==> config.mk <==
export PLATFORM = sky130hd
export DESIGN_NAME = pe_row
export DESIGN_NICKNAME = d
export VERILOG_FILES = /design/src/rtl/pe_pkg.sv /design/src/rtl/pe_cell.sv /design/src/rtl/pe_row.sv
export SDC_FILE = /design/constraint.sdc
export NUM_CORES = 2
export LEC_CHECK = 0
export ABC_AREA = 0
export CAP_MARGIN = 5
export CORE_ASPECT_RATIO = 1.4
export CORE_MARGIN = 2
export CORE_UTILIZATION = 45
export CTS_CLUSTER_DIAMETER = 50
export CTS_CLUSTER_SIZE = 12
export DETAILED_ROUTE_END_ITERATION = 8
export PLACE_DENSITY_LB_ADDON = 0.12
export SLEW_MARGIN = 20
export SYNTH_ARGS = -nofsm -noshare
export SYNTH_HDL_FRONTEND = slang
export SYNTH_SLANG_ARGS = --single-unit
==> constraint.sdc <==
create_clock -name clk -period 17.6 [get_ports clk]
set_input_delay 1.76 -clock clk [delete_from_list [all_inputs] [get_ports clk]]
set_output_delay 1.76 -clock clk [all_outputs]
set_load 0.02 [all_outputs]
==> src/rtl/pe_pkg.sv <==
// pe_pkg: state encoding and default sizing shared by the pe_row systolic row.
package pe_pkg;

  localparam int DEF_DATA_W = 8;
  localparam int DEF_ACC_W  = 32;
  localparam int DEF_NUM_PE = 4;

  typedef enum logic [1:0] {
    ST_IDLE  = 2'd0,
    ST_ACCUM = 2'd1,
    ST_DRAIN = 2'd2
  } state_t;

  // Drain pointer width; at least one bit so a single-PE row still has a pointer.
  function automatic int ptr_width(input int n);
    return (n > 1) ? $clog2(n) : 1;
  endfunction

endpackage

==> src/rtl/pe_cell.sv <==
// pe_cell: one processing element of the row. Registers the row and column
// operands (with their valids) for the neighbouring PEs and accumulates
// row*col into a private accumulator.
// Build option: PE_ROW_SAT_EN clamps overflowing MACs instead of wrapping.
module pe_cell
  import pe_pkg::*;
#(
  parameter int DATA_W = DEF_DATA_W,
  parameter int ACC_W  = DEF_ACC_W
) (
  input  logic              clk,
  input  logic              rst,
  input  logic              signed_mode,
  input  logic              freeze,
  input  logic              clr,
  input  logic              zero_acc,
  input  logic [DATA_W-1:0] row,
  input  logic              row_vld,
  input  logic [DATA_W-1:0] col,
  input  logic              col_vld,
  output logic [DATA_W-1:0] row_p1,
  output logic              row_vld_p1,
  output logic [DATA_W-1:0] col_p1,
  output logic              col_vld_p1,
  output logic [ACC_W-1:0]  acc_p1,
  output logic              mac,
  output logic              mac_ovf
);

  logic signed [2*DATA_W-1:0] prod_s;
  logic        [2*DATA_W-1:0] prod_u;
  logic signed [ACC_W:0]      addend;
  logic signed [ACC_W:0]      base;
  logic signed [ACC_W:0]      sum;
  logic                       ovf_hit;
  logic        [ACC_W-1:0]    acc_nxt;

`ifdef PE_ROW_SAT_EN
  // Clamp an ACC_W+1 bit exact sum back into the ACC_W range of the current mode.
  function automatic logic [ACC_W-1:0] sat_acc(input logic signed [ACC_W:0] s,
                                               input logic sm);
    logic [ACC_W-1:0] res;
    res = s[ACC_W-1:0];
    if (sm) begin
      if (s[ACC_W] != s[ACC_W-1])
        res = s[ACC_W] ? {1'b1, {(ACC_W-1){1'b0}}} : {1'b0, {(ACC_W-1){1'b1}}};
    end else if (s[ACC_W]) begin
      res = '1;
    end
    return res;
  endfunction
`endif

  // Products are formed at full 2*DATA_W precision so neither mode can truncate.
  assign prod_s = $signed({{DATA_W{row[DATA_W-1]}}, row}) * $signed({{DATA_W{col[DATA_W-1]}}, col});
  assign prod_u = {{DATA_W{1'b0}}, row} * {{DATA_W{1'b0}}, col};

  // One extra sum bit makes overflow detection exact for both signed and unsigned modes.
  assign addend  = signed_mode ? {{(ACC_W+1-2*DATA_W){prod_s[2*DATA_W-1]}}, prod_s}
                               : {{(ACC_W+1-2*DATA_W){1'b0}}, prod_u};
  assign base    = clr ? '0 : (signed_mode ? {acc_p1[ACC_W-1], acc_p1} : {1'b0, acc_p1});
  assign sum     = base + addend;
  assign ovf_hit = signed_mode ? (sum[ACC_W] ^ sum[ACC_W-1]) : sum[ACC_W];

  assign mac     = row_vld & col_vld & ~freeze;
  assign mac_ovf = mac & ovf_hit;

`ifdef PE_ROW_SAT_EN
  assign acc_nxt = sat_acc(sum, signed_mode);
`else
  assign acc_nxt = sum[ACC_W-1:0];
`endif

  // Stage p1: operand/valid forwarding registers and the accumulator.
  always_ff @(posedge clk) begin
    if (rst) begin
      row_p1     <= '0;
      row_vld_p1 <= 1'b0;
      col_p1     <= '0;
      col_vld_p1 <= 1'b0;
      acc_p1     <= '0;
    end else begin
      if (!freeze) begin
        row_p1 <= row;
        col_p1 <= col;
      end
      row_vld_p1 <= row_vld & ~freeze;
      col_vld_p1 <= col_vld & ~freeze;
      if (zero_acc)
        acc_p1 <= '0;
      else if (mac)
        acc_p1 <= acc_nxt;
      else if (clr)
        acc_p1 <= '0;
    end
  end

endmodule

==> src/rtl/pe_row.sv <==
// pe_row: a cascade of NUM_PE pe_cells. Row operands ripple west to east one
// PE per cycle; each PE takes its own column operand from the north. A small
// FSM freezes the array and reads the accumulators out one per handshake.
// Build option: PE_ROW_SAT_EN makes accumulators saturate instead of wrap.
module pe_row
  import pe_pkg::*;
#(
  parameter int DATA_W = DEF_DATA_W,
  parameter int ACC_W  = DEF_ACC_W,
  parameter int NUM_PE = DEF_NUM_PE
) (
  input  logic                     clk,
  input  logic                     rst,
  input  logic [DATA_W-1:0]        west_row_in,
  input  logic                     west_valid_in,
  input  logic [NUM_PE*DATA_W-1:0] north_col_in,
  input  logic [NUM_PE-1:0]        north_valid_in,
  output logic [DATA_W-1:0]        east_row_out,
  output logic                     east_valid_out,
  output logic [NUM_PE*DATA_W-1:0] south_col_out,
  output logic [NUM_PE-1:0]        south_valid_out,
  input  logic                     signed_mode,
  input  logic                     clear,
  input  logic                     drain_req,
  output logic [ACC_W-1:0]         result_out,
  output logic                     result_valid,
  input  logic                     result_ready,
  output logic                     busy,
  output logic                     ovf
);

  localparam int               PTR_W    = ptr_width(NUM_PE);
  localparam logic [PTR_W-1:0] LAST_PTR = PTR_W'(NUM_PE - 1);

  state_t            state_p1;
  logic [PTR_W-1:0]  ptr_p1;
  logic              ovf_p1;
  logic              draining;
  logic              clr_acc;
  logic              hs_last;
  logic [DATA_W-1:0] row_chain [NUM_PE+1];
  logic [NUM_PE:0]   vld_chain;
  logic [NUM_PE-1:0] col_vld_p1;
  logic [NUM_PE-1:0] mac;
  logic [NUM_PE-1:0] mac_ovf;
  logic [NUM_PE-1:0] zero_acc;
  logic [ACC_W-1:0]  acc_p1 [NUM_PE];

  assign draining     = (state_p1 == ST_DRAIN);
  assign clr_acc      = clear & ~draining;
  assign hs_last      = draining & result_ready & (ptr_p1 == LAST_PTR);
  assign row_chain[0] = west_row_in;
  assign vld_chain[0] = west_valid_in;

  for (genvar k = 0; k < NUM_PE; k++) begin : g_pe
    // The accumulator being read out is zeroed on its handshake.
    assign zero_acc[k] = draining & result_ready & (ptr_p1 == PTR_W'(k));

    pe_cell #(
      .DATA_W(DATA_W),
      .ACC_W (ACC_W)
    ) u_pe (
      .clk        (clk),
      .rst        (rst),
      .signed_mode(signed_mode),
      .freeze     (draining),
      .clr        (clr_acc),
      .zero_acc   (zero_acc[k]),
      .row        (row_chain[k]),
      .row_vld    (vld_chain[k]),
      .col        (north_col_in[k*DATA_W +: DATA_W]),
      .col_vld    (north_valid_in[k]),
      .row_p1     (row_chain[k+1]),
      .row_vld_p1 (vld_chain[k+1]),
      .col_p1     (south_col_out[k*DATA_W +: DATA_W]),
      .col_vld_p1 (col_vld_p1[k]),
      .acc_p1     (acc_p1[k]),
      .mac        (mac[k]),
      .mac_ovf    (mac_ovf[k])
    );
  end

  // Valids may already be in flight on the cycle DRAIN is entered, so mask them here.
  assign east_row_out    = row_chain[NUM_PE];
  assign east_valid_out  = vld_chain[NUM_PE] & ~draining;
  assign south_valid_out = col_vld_p1 & {NUM_PE{~draining}};
  assign result_out      = acc_p1[ptr_p1];
  assign result_valid    = draining;
  assign busy            = (state_p1 != ST_IDLE);
  assign ovf             = ovf_p1;

  // Control FSM: accumulate, then drain one accumulator per handshake; sticky overflow.
  always_ff @(posedge clk) begin
    if (rst) begin
      state_p1 <= ST_IDLE;
      ptr_p1   <= '0;
      ovf_p1   <= 1'b0;
    end else begin
      case (state_p1)
        ST_IDLE: begin
          if (drain_req)
            state_p1 <= ST_DRAIN;
          else if (|mac)
            state_p1 <= ST_ACCUM;
        end
        ST_ACCUM: begin
          if (drain_req)
            state_p1 <= ST_DRAIN;
        end
        ST_DRAIN: begin
          if (hs_last) begin
            state_p1 <= ST_IDLE;
            ptr_p1   <= '0;
          end else if (result_ready) begin
            ptr_p1 <= ptr_p1 + PTR_W'(1);
          end
        end
        default: state_p1 <= ST_IDLE;
      endcase

      if (draining) begin
        if (hs_last)
          ovf_p1 <= 1'b0;
      end else if (clear) begin
        ovf_p1 <= 1'b0;
      end else if (|mac_ovf) begin
        ovf_p1 <= 1'b1;
      end
    end
  end

endmodule

== Word level (Yosys, flattened, before mapping) ==
Cells that the tools add are included.
Word-level totals
  bits in registers: 205
  latch bits: 0
  RAM bits: 0
  ROM bits: 0
  output and inout bits: 80
  memories: 0
Operators by class
  add/sub/neg operators: 5
  multiply operators: 8
  div/mod/pow operators: 0
  order comparisons: 1
  equality and inequality tests: 8
  shifts and indexed selects: 0
  mux-type cells: 35
  bitwise gates (word level): 34
  reductions and logical operators: 18
Operators by type and width (number)
  $mux W33: 12
  $mux W32: 7
  $add A33 B33 Y33: 4
  $mul A8 B8 Y16: 8
  $bmux W32 S2: 1
  $and A1 B1 Y1: 27
  $mux W2: 6
  $reduce_bool A2 Y1: 6
  $mux W1: 8
  $reduce_or A2 Y1: 4
  $reduce_or A4 Y1: 2
  $eq A2 B2 Y1 const B: 3
  $pmux W2 S3: 1
  $and A4 B4 Y4: 1
  $eq A2 B1 Y1 const B: 2
  $logic_not A2 Y1: 2
  $reduce_and A2 Y1: 2
  $xor A1 B1 Y1: 4
  $ge A3 B3 Y1 const B: 1
  $ne A3 B3 Y1 const B: 1
  $not A2 Y3: 1
  $reduce_and A3 Y1: 1
  $reduce_bool A3 Y1: 1
  $add A2 B1 Y2 const B: 1
  3 further kinds: 3

== Logic depth before layout (Yosys ltp) ==
  depth in word-level cells: 12
  gate-level depth with buffers: 34
  gate-level depth less buffers: 33

== By module ==
From an unflattened synthesis, not the netlist that was laid out.
Unflattened totals
  cells, all modules: 3835
  area total of the unflattened synthesis: 31916.9 um^2
Modules (own cells, without submodules)
  pe_cell (g_pe[1].u_pe): instances 1, cells an instance 942, area each 7762.4 um^2
  pe_cell (g_pe[3].u_pe): instances 1, cells an instance 938, area each 7699.9 um^2
  pe_cell (g_pe[0].u_pe): instances 1, cells an instance 940, area each 7652.3 um^2
  pe_cell (g_pe[2].u_pe): instances 1, cells an instance 932, area each 7634.8 um^2
  pe_row: instances 1, cells an instance 83, area each 1167.4 um^2

== Least setup slack after synthesis ==
Ideal clock, no wire load.
  path type: input to register
  start: input port north_col_in[18]
  end: register ovf_p1, in the netlist ovf
  data arrival time: 8.504 ns
  required time: 17.467 ns
  path slack: 8.962 ns
  stages: 30
  cells stage by stage: clkbuf_1 and2_1 fa_1 inv_1 fa_1 inv_1 fa_1 inv_1 fa_1 inv_1 ha_1 o21ai_1 o21a_1 nor3_1 a41oi_1 a211o_1 xor2_1 nor2_1 ha_1 and4_1 nand3_1 o21bai_1 nor3_1 nor2_1 a211o_1 xnor3_1 nand2_1 xnor2_1 a221oi_2 a311oi_2
On the way
  word-level cells in the longest chain between the ends: 9
  elaborated cells between the ends (all ways): 10
  classes of those cells: 1 x add/sub; 2 x mul; 2 x mux; 2 x bitwise; 3 x reduce/logical
Ends and longest elaborated chain
  from (decl): line pe_row.sv:16  | input logic [NUM_PE*DATA_W-1:0] north_col_in,
  $mul A8 B8 Y16 (on tied branches): line pe_cell.sv:56, pe_cell.sv:55
  $mux W33 *: line pe_cell.sv:59  | assign addend = signed_mode ? {{(ACC_W+1-2*DATA_W){prod_s[2*DATA_W-1]}}, prod_s}
  $add A33 B33 Y33 *: line pe_cell.sv:62  | assign sum = base + addend;
  $xor A1 B1 Y1: line pe_cell.sv:63  | assign ovf_hit = signed_mode ? (sum[ACC_W] ^ sum[ACC_W-1]) : sum[ACC_W];
  $mux W1 *: line pe_cell.sv:63
  $and A1 B1 Y1 *: line pe_cell.sv:66  | assign mac_ovf = mac & ovf_hit;
  $reduce_or A4 Y1 *: line pe_row.sv:126  | end else if (|mac_ovf) begin
  $reduce_bool A3 Y1 (no line) *
  $reduce_and A2 Y1 (no line) *
  to (signal assigned): line pe_row.sv:123  | ovf_p1 <= 1'b0;
  to (signal assigned): line pe_row.sv:125  | ovf_p1 <= 1'b0;
  to (signal assigned): line pe_row.sv:127  | ovf_p1 <= 1'b1;
  to (decl): line pe_row.sv:37  | logic ovf_p1;
Every way passes the cells marked *; elsewhere a longest branch is shown, timed or not.
A chain may end at the register's enable or synchronous reset.

== Worst setup path after layout ==
  start: input port north_col_in[7]
  end: register ovf_p1, in the netlist ovf
Same word-level chain as after synthesis.

==> results.toml <==
[route]
viasPerCell = 5.23
drc = 0
dr.pass1.iters = 5
drt-initial-drc-count = 1231
routed_wl_um = 89700
drtAntennaViolNets = 0
wire_per_inst_um = 18.4
vias = 25425

[power_and_ir_drop]
ir_drop_v = 0.0000606
p_per_area_nw_per_um2 = 94.4
leakage_nw = 17.2

[cts]
tritoncts = "done"
hold_buffers = 0
worstSkewPairLatency_ns = 0.59
clock-sinks = 205
post_cts_buffers = 0
cts.path.max_buffers = 3
cts_resized = 0
numCtsBuffers = 35
cts_root_buffer = "clkbuf_16"
path_clk_slew_ns = 0.06
cts_max_level = 2

[hold_path]
worstHoldPathType = "register to register"
worstHoldPathCells = 2
hold-path-endpoint = "g_pe[3].u_pe.row_p1[1]"
hp-start = "g_pe[3].u_pe.row_p1[1]"

[place]
io_buffers = 130
dpl_cell_area_um2 = 33600
gp_congestion = 0.898
dpl_worst_slack_ns = 7.48
dp_hpwl_um = 72800

[critical_path]
crit_slowest_cell = "clkdlybuf4s50_1"
critPathMaxStageDelay_ns = 0.73
r2r_slack_ns = 9.53
worst_setup_path_start_kind = "primary input"
worstRegToRegCells = 28
critPathMaxFanout = 18
cp_num_buf_inv = 5
cp_top_family = "adder cells"
crit_start = "north_col_in[7]"
end_kind = "register"
r2r_start = "g_pe[2].u_pe.row_p1[7]"
required_ns = 18.10
worst-setup-path-type = "primary input to register"
arrival_ns = 10.08
reg2reg_to = "ovf"

[synth]
avgSynthCellArea_um2 = 8.17
synth.distinct_cells = 87
seq_area_frac_synth_pct = 13.0
yosys_register_bits = 205
syn-instance-count = 3872
synth_edf_count = 0
synth_fp_nets = 4631
synth_warnings = 0
netlist_area_um2 = 31600
synth_async_sr_flop_share_pct = 0
synthFlopType = "dfxtp_1"

[finish]
syn_to_final_growth_pct = 10.4
fillerInstances = 6976
fin_area_um2 = 34900
drive_gt1_share_pct = 4.44
nets = 4657
seqCellArea_um2 = 4110
multi_input_area_um2 = 24400

[global_route]
antenna_found_initial = 1
grt_pass1_wl_um = 146000
grt_overflow = 0
grt_max_degree = 77
grtUsageTotal_pct = 25.5
grt_pass1_vias = 26830

[status]
status = "finished clean"

[sta]
setup_viol = 0
fin_ws_ns = 8.02
tightest_slew_ns = 1.05
slew_headroom_pct = 30.0
min_period_ns = 9.58
timing.final.crit_share_pct = 54.4
rsz0062_at_grt = "false"
hold_viol = 0
finalHoldWorstSlack_ns = 0.446
setup_tns_ns = 0
fmax_mhz = 104
drv_slew = 0
fin_skew_ns = 0.0330

[die]
ios = 131
initial_core_util_pct = 45.2
die_w_um = 228
placementRows = 115
die_h_um = 318
core_um2 = 69900
dieArea_um2 = 72400

[run]
drv_cap = 0
[registers in the layout, summed over array words and instances, names as in the netlist]
signal                cells
g_pe.u_pe.acc_p1        128
g_pe.u_pe.row_vld_p1      4
g_pe.u_pe.row_p1         32
ptr_p1                    2
ovf                       1
g_pe.u_pe.col_p1         32
g_pe.u_pe.col_vld_p1      4
state_p1                  2
[final cells by class]
class	instances	share of cell area, %
Timing Repair Buffer	148	4.09
Inverter	664	7.14
Antenna cell	2	0.0143
Multi-Input combinational cell	2844	70.0
Clock buffer	39	2.67
Sequential cell	205	11.8
Tap cell	936	3.36
Clock inverter	23	0.932
[worst register-to-register path, delay by kind of cell (launching register included)]
kind	cells	cell delay, ns
adders and majority gates	6	2.72
xor gates and xnor gates	3	0.63
and+or+nand+nor	6	1.50
buffers and inverters	3	0.24
AOI/OAI and AO/OA	10	2.17
DFF	1	0.67
[synthesized netlist by cell type (4+ instances only)]
cell type  number  share of area, %
and4_1          4              0.11
a31oi_1        13              0.26
nand3_1        37              0.59
xor2_1         58               1.6
buf_1          10              0.12
o21bai_1       44               1.0
clkbuf_1      147               1.7
nor3_1         49              0.78
o21ai_1        11              0.17
nand2b_1       45              0.89
a31o_2          6              0.17
and3_1         20              0.40
nand4_1        15              0.30
fa_1          344                22
nor2b_1        30              0.59
a22o_1          4              0.11
or3_1          11              0.22
a211oi_1       21              0.50
o21a_1         17              0.40
a21oi_1       353               5.6
ha_1          364                14
o21ai_0        87               1.4
a21o_1         90               2.1
o211ai_1        9              0.21
xnor3_1         4              0.28
nand2_1       419               5.0
inv_1         663               7.9
nor2_1        193               2.3
a211o_1         4              0.11
mux2i_1         8              0.25
mux2_2         13              0.46
nand3b_1       10              0.24
o31ai_1         9              0.21
a21boi_0        4             0.095
o22ai_1         6              0.12
or2_2           7              0.14
and2_1        286               5.7
xnor2_1       160               4.4
mux4_2         32               2.3
dfxtp_1       205                13
[metrics by stage]
stage	instances	utilization (%)	power (W)
5_1_grt	4859	49.9	0.00360
3_5_place_dp	4797	48.1	0.00254
6_report	4861	49.9	0.00329
3_3_place_gp	4797	48.1	0.00255
4_1_cts	4859	49.9	0.00332
2_1_floorplan	3872	-	0.00204
[worst max-delay path by stage]
stage / to / slack (ns) / depth (start not counted)
floorplan: ovf / 8.96 / 30
finish: ovf / 8.02 / 28
global route: g_pe[0].u_pe.acc_p1[30] / 7.56 / 29
detailed placement: g_pe[0].u_pe.acc_p1[30] / 7.48 / 29
global placement: g_pe[0].u_pe.acc_p1[30] / 7.58 / 29
CTS: g_pe[0].u_pe.acc_p1[30] / 8.08 / 29
[kinds of logic (layout without fill, tap and decap cells)]
| logic type | after synthesis | after routing | share of synthesized area [%] |
|---|---|---|---|
| simple gates | 1141 | 1141 | 17.6 |
| flops | 205 | 205 | 13.0 |
| compound gates | 720 | 720 | 14.1 |
| buf+inv | 823 | 874 | 9.80 |
| mux | 53 | 53 | 3.00 |
| fa+ha+maj | 708 | 708 | 36.2 |
| xor+xnor | 222 | 222 | 6.32 |
| other cells | 0 | 2 | 0 |
[power breakdown]
| part | total (W) | switching [W] | internal, W |
|---|---|---|---|
| Sequential | 0.000533 | 0.0000404 | 0.000493 |
| Combinational | 0.00202 | 0.00118 | 0.000839 |
| Clock | 0.000743 | 0.000292 | 0.000452 |
[layout by cell type (no fill, tap or decap), types with 34 or more instances in the layout]
| cell type | count |
|---|---|
| o21bai_1 | 44 |
| nand2_1 | 418 |
| xor2_1 | 58 |
| a21oi_1 | 353 |
| dfxtp_1 | 203 |
| and2_1 | 286 |
| nand3_1 | 34 |
| clkbuf_16 | 35 |
| nand2b_1 | 44 |
| fa_1 | 344 |
| inv_1 | 662 |
| a21o_1 | 90 |
| nor3_1 | 49 |
| o21ai_0 | 87 |
| ha_1 | 364 |
| nor2_1 | 193 |
| xnor2_1 | 160 |
| clkdlybuf4s50_1 | 128 |
[metal layers]
metal  vias to the layer above  global-route usage (%)  part of all wire [%]
li1                      12515                       -                     -
met1                     12225                    31.0                    41
met2                       521                    45.5                    50
met3                       162                    2.70                   4.0
met4                         2                    10.9                   4.8
met5                         -                       0                 0.011
(Power assumes the default switching activity.)
